## src/rtl/mem_addr_pkg.sv

```systemverilog
// Shared definitions for the memory-stage address generator: addressing-mode
// encodings, mode field width and the default stack-pointer reset value.
package mem_addr_pkg;

  localparam int MODE_W = 3;

  typedef enum logic [MODE_W-1:0] {
    MODE_DIRECT   = 3'd0,
    MODE_POST_INC = 3'd1,
    MODE_PRE_DEC  = 3'd2,
    MODE_DISP     = 3'd3,
    MODE_PUSH     = 3'd4,
    MODE_POP      = 3'd5
  } addr_mode_e;

  localparam logic [15:0] DEFAULT_SP_RESET = 16'hFFFF;

  // Stack modes always address through SP regardless of the requested index.
  function automatic logic is_stack_mode(input logic [MODE_W-1:0] mode);
    return (mode == MODE_PUSH) || (mode == MODE_POP);
  endfunction

endpackage

```

## src/rtl/mem_addr_calc.sv

```systemverilog
// Combinational address/next-pointer computation for one request.
// All arithmetic wraps modulo 2^ADDR_W.
module mem_addr_calc
  import mem_addr_pkg::*;
#(
  parameter int ADDR_W = 16,
  parameter int DISP_W = 6
) (
  input  logic [ADDR_W-1:0] ptr_val,
  input  logic [ADDR_W-1:0] sp_val,
  input  logic [MODE_W-1:0] mode,
  input  logic [DISP_W-1:0] disp,
  output logic [ADDR_W-1:0] addr,
  output logic [ADDR_W-1:0] next_ptr,
  output logic              upd_en,
  output logic              illegal
);

  localparam logic [ADDR_W-1:0] ONE = ADDR_W'(1);

  always_comb begin
    addr     = ptr_val;
    next_ptr = ptr_val;
    upd_en   = 1'b0;
    illegal  = 1'b0;
    case (mode)
      MODE_DIRECT: begin
      end
      MODE_POST_INC: begin
        next_ptr = ptr_val + ONE;
        upd_en   = 1'b1;
      end
      MODE_PRE_DEC: begin
        addr     = ptr_val - ONE;
        next_ptr = ptr_val - ONE;
        upd_en   = 1'b1;
      end
      MODE_DISP: begin
        addr = ptr_val + ADDR_W'(disp);
      end
      MODE_PUSH: begin
        addr     = sp_val;
        next_ptr = sp_val - ONE;
        upd_en   = 1'b1;
      end
      MODE_POP: begin
        addr     = sp_val + ONE;
        next_ptr = sp_val + ONE;
        upd_en   = 1'b1;
      end
      default: begin
        illegal = 1'b1;
      end
    endcase
  end

endmodule

```

## src/rtl/mem_addr_gen.sv

```systemverilog
// Memory-stage address generator: pointer file, addressing modes, one registered
// beat per request. Define MEM_ADDR_BOUNDS_CHECK_EN to enable the MEM_LIMIT check.
module mem_addr_gen
  import mem_addr_pkg::*;
#(
  parameter int                ADDR_W   = 16,
  parameter int                NUM_PTRS = 4,
  parameter int                SP_IDX   = NUM_PTRS - 1,
  parameter logic [ADDR_W-1:0] SP_RESET = ADDR_W'(DEFAULT_SP_RESET),
  parameter int                DISP_W   = 6
`ifdef MEM_ADDR_BOUNDS_CHECK_EN
  , parameter logic [ADDR_W-1:0] MEM_LIMIT = {ADDR_W{1'b1}}
`endif
) (
  input  logic                        clock,
  input  logic                        reset_n,
  input  logic                        req_valid,
  output logic                        req_ready,
  input  logic [$clog2(NUM_PTRS)-1:0] req_ptr_sel,
  input  logic [MODE_W-1:0]           req_mode,
  input  logic [DISP_W-1:0]           req_disp,
  input  logic                        ptr_wr_en,
  input  logic [$clog2(NUM_PTRS)-1:0] ptr_wr_sel,
  input  logic [ADDR_W-1:0]           ptr_wr_data,
  input  logic [$clog2(NUM_PTRS)-1:0] ptr_rd_sel,
  output logic [ADDR_W-1:0]           ptr_rd_data,
  output logic                        addr_valid,
  input  logic                        addr_ready,
  output logic [ADDR_W-1:0]           mem_addr,
  output logic                        mode_err,
  output logic                        addr_fault
);

  localparam int               SEL_W  = $clog2(NUM_PTRS);
  localparam logic [SEL_W-1:0] SP_SEL = SEL_W'(SP_IDX);

  logic [ADDR_W-1:0] ptrs [NUM_PTRS];
  logic [SEL_W-1:0]  eff_sel;
  logic [ADDR_W-1:0] sel_ptr;
  logic [ADDR_W-1:0] calc_addr;
  logic [ADDR_W-1:0] calc_next;
  logic              calc_upd;
  logic              calc_illegal;
  logic              accept;
  logic              bounds_fault;
  logic              issue;

  assign eff_sel     = is_stack_mode(req_mode) ? SP_SEL : req_ptr_sel;
  assign sel_ptr     = ptrs[eff_sel];
  assign ptr_rd_data = ptrs[ptr_rd_sel];

  mem_addr_calc #(
    .ADDR_W (ADDR_W),
    .DISP_W (DISP_W)
  ) u_calc (
    .ptr_val  (sel_ptr),
    .sp_val   (ptrs[SP_IDX]),
    .mode     (req_mode),
    .disp     (req_disp),
    .addr     (calc_addr),
    .next_ptr (calc_next),
    .upd_en   (calc_upd),
    .illegal  (calc_illegal)
  );

`ifdef MEM_ADDR_BOUNDS_CHECK_EN
  assign bounds_fault = (calc_addr > MEM_LIMIT);
`else
  assign bounds_fault = 1'b0;
`endif

  // Single output stage: a new request may enter whenever the held beat leaves.
  assign req_ready = !addr_valid || addr_ready;
  assign accept    = req_valid && req_ready;
  assign issue     = accept && !calc_illegal && !bounds_fault;

  // An external load outranks the mode update on the same pointer.
  always_ff @(posedge clock or negedge reset_n) begin
    if (!reset_n) begin
      for (int i = 0; i < NUM_PTRS; i++) begin
        ptrs[i] <= (i == SP_IDX) ? SP_RESET : '0;
      end
    end else begin
      for (int i = 0; i < NUM_PTRS; i++) begin
        if (ptr_wr_en && (ptr_wr_sel == SEL_W'(i))) begin
          ptrs[i] <= ptr_wr_data;
        end else if (issue && calc_upd && (eff_sel == SEL_W'(i))) begin
          ptrs[i] <= calc_next;
        end
      end
    end
  end

  always_ff @(posedge clock or negedge reset_n) begin
    if (!reset_n) begin
      addr_valid <= 1'b0;
      mem_addr   <= '0;
      mode_err   <= 1'b0;
    end else begin
      mode_err <= accept && calc_illegal;
      if (issue) begin
        addr_valid <= 1'b1;
        mem_addr   <= calc_addr;
      end else if (addr_ready) begin
        addr_valid <= 1'b0;
      end
    end
  end

`ifdef MEM_ADDR_BOUNDS_CHECK_EN
  always_ff @(posedge clock or negedge reset_n) begin
    if (!reset_n) begin
      addr_fault <= 1'b0;
    end else begin
      addr_fault <= accept && !calc_illegal && bounds_fault;
    end
  end
`else
  assign addr_fault = 1'b0;
`endif

endmodule
```

## config.mk

```make
export PLATFORM = sky130hd
export DESIGN_NAME = mem_addr_gen
export DESIGN_NICKNAME = d
export VERILOG_FILES = /design/src/rtl/mem_addr_pkg.sv /design/src/rtl/mem_addr_calc.sv /design/src/rtl/mem_addr_gen.sv
export SDC_FILE = /design/constraint.sdc
export NUM_CORES = 1
export LEC_CHECK = 0
export ABC_AREA = 1
export CORE_UTILIZATION = 45
export DETAILED_ROUTE_END_ITERATION = 8
export PLACE_DENSITY = 0.63
export RECOVER_POWER = 25
export SYNTH_ARGS = -nofsm -noshare
export SYNTH_HDL_FRONTEND = slang
export SYNTH_SLANG_ARGS = --single-unit
```

## constraint.sdc

```tcl
create_clock -name clock -period 3.41 [get_ports clock]
set_clock_uncertainty 0.15 [all_clocks]
set_input_delay 0.341 -clock clock [delete_from_list [all_inputs] [get_ports clock]]
set_output_delay 0.341 -clock clock [all_outputs]
set_load 0.01 [all_outputs]
```

==> metrics.csv <==
metric,value,unit
syn_area,7800,sq um
syn_nets,1335,
post-cts-setup-buffer-count,0,
powerDensity,489,nW/um^2
drv_slew,0,
hold_viol,0,
syn_to_final_growth,20.0,%
synthFlopType,dfrtp_1,
pre_cts_slack,0.0175,ns
timing.rr.start,ptrs[0],
fmax,332,MHz
critPathKind,primary input to flop,
numCtsBuffers,9,
grt_max_degree,46,
r2r_cells,13,
synth-seq-cells,82,
post-route-period-util,0.884,
wl_per_cell,18.5,um
antenna_cells,0,
synth.avg_cell_area,6.05,sq um
outcome,finished clean,
crit_required,3.51,ns
clkTransAtPathRegs,0.07,ns
ir_drop,0.258,mV
place.port_buffers,70,
cts.path.max_buffers,2,
most-common-layout-cells,"nand2_1, inv_1, nand3_1, o21ai_0, nor2_1",
grt_pass1_vias,8322,
hold_path_depth,2,
die_height,134,um
dr.first_iter.drc_count,846,
antenna_found_initial,0,
netlist_instances,1289,
layout.nets,1431,
dieArea,17900,sq um
grt_pass1_wl,46.9,mm
die_x,134,um
vias,9093,
leakagePower,0.00456,uW
start_util,0.465,
gr-total-overflow,0,
worst_pin_slew,1.20,ns
yosysUniqueCellTypes,48,
fin_area,9350,sq um
viasPerCell,5.65,
first_pass_iters,5,
cts.sinks,82,
ys_seq_area_frac,0.266,
hold_end,mem_addr[6],
grt_usage,0.343,
layout_setup_ws,0.396,ns
reg2reg_to,ptrs[62],
gp_congestion,1.00,
coreArea,16800,sq um
clkLatencyLatePin,0.36,ns
finalSetupTns,0,ns
cts_tree,done,
placed_cell_area,9040,sq um
drt-total-wl,29.8,mm
cp_data_arrival_time,3.11,ns
yosysWarnings,0,
reg2reg_slack,0.54,ns
io_pins,72,
drive_gt1_frac,0.117,
hpwl,22.9,mm
maxCapViolCount,0,
root_buffer,clkbuf_16,
detail-route-antenna-nets,0,
synth_edf_count,0,
path_max_fanout,9,
slew_headroom,0.197,
cp-start-kind,primary input,
hp-start,mem_addr[6],
rows,47,
final_common_cell,nand2_1,
h-tree-depth,3,
drc_errors,0,
startpoint,req_mode[0],
finalCriticalPeriod,3.01,ns
cp-end-kind,flop,
grt_setup_unrepaired,false,
setup_viol,0,
min-delay-path-class,flop to flop,
ys_async_sr_fraction,1.00,
## how the worst max path moves through the flow
stage                         endpoint  slack (ns)
after global routing          ptrs[60]        0.05
final                         ptrs[28]        0.40
after global placement     mem_addr[6]       -0.02
after CTS                  mem_addr[6]        0.39
after floorplan           mem_addr[10]        0.73
after detailed placement   mem_addr[6]        0.02
## timing repair
item | CTS | global route
endpoints found under the hold margin | 31 | 0
resized for setup | 0 | 1
setup endpoints to repair | 0 | 1
hold buffers | 1 | 0
## cells by family after synthesis
family,count (synthesis),share of synthesized area
AOI/OAI and AO/OA,210,0.154
xor gates and xnor gates,2,0.00225
adders and majority gates,10,0.0160
buffers and inverters,213,0.110
DFF,82,0.266
other,1,0.000481
and+or+nand+nor,771,0.451
## power breakdown
part           total [uW]  internal (uW)  leakage [uW]  switching (uW)
clock                1060            578      0.000144             484
sequential           1450           1210      0.000994             235
combinational        2060            778       0.00343            1290
total                4580           2570       0.00456            2010
## flip-flops by register name (all words and copies together), names as in the netlist
register,count
mem_addr,16
mode_err,1
addr_valid,1
ptrs,64
## worst max-delay path, stage by stage
cell             delay [ns]
clkdlybuf4s50_1        0.58
nor2_1                 0.10
nand2_4                0.15
nand2_4                0.11
nor2_2                 0.18
nand2_1                0.08
nand2_1                0.06
nand2_1                0.06
nand2_2                0.13
ha_1                   0.19
nand2_1                0.14
nor2_1                 0.24
nand2_1                0.16
nor2_1                 0.11
nand2_1                0.05
nand3_1                0.09
nand4_2                0.17
nand2_1                0.10
nand2_1                0.05
## synth_stat cells, types with 14 or more instances
library cell | number | area (sq um)
dfrtp_1 | 66 | 1650
nor2_1 | 105 | 394
a21oi_1 | 30 | 150
nand3_1 | 129 | 646
nand4_1 | 40 | 250
nand2_1 | 413 | 1550
o21ai_0 | 105 | 526
inv_1 | 150 | 563
clkbuf_1 | 34 | 128
nand2_2 | 14 | 87.6
dfstp_2 | 16 | 420
nor3_1 | 16 | 80.1
o22ai_1 | 27 | 169
## layer usage
| metal | track usage | share of wire | vias up |
|---|---|---|---|
| met5 | 0 | 0 | - |
| li1 | - | - | 4420 |
| met3 | 0.0453 | 0.077 | 53 |
| met2 | 0.541 | 0.45 | 427 |
| met1 | 0.482 | 0.45 | 4193 |
| met4 | 0.112 | 0.024 | 0 |
## per-stage QoR
step	total power [uW]	instances	hold WS, ns	utilization
finish	4580	1610	0.329	0.558
global route	4850	1610	0.354	0.558
CTS	4540	1610	0.334	0.558
detailed placement	3470	1593	0.238	0.540
global placement	3470	1593	0.243	0.540
floorplan	2660	1289	-0.105	-
## final cells by class
class | instances | area [sq um]
Tap cell | 220 | 275
Multi-Input combinational cell | 994 | 4870
Sequential cell | 82 | 2070
Clock buffer | 10 | 229
Fill cell | 1771 | 7410
Clock inverter | 6 | 72.6
Inverter | 160 | 601
Timing Repair Buffer | 138 | 1230
(Power assumes the default switching activity.)
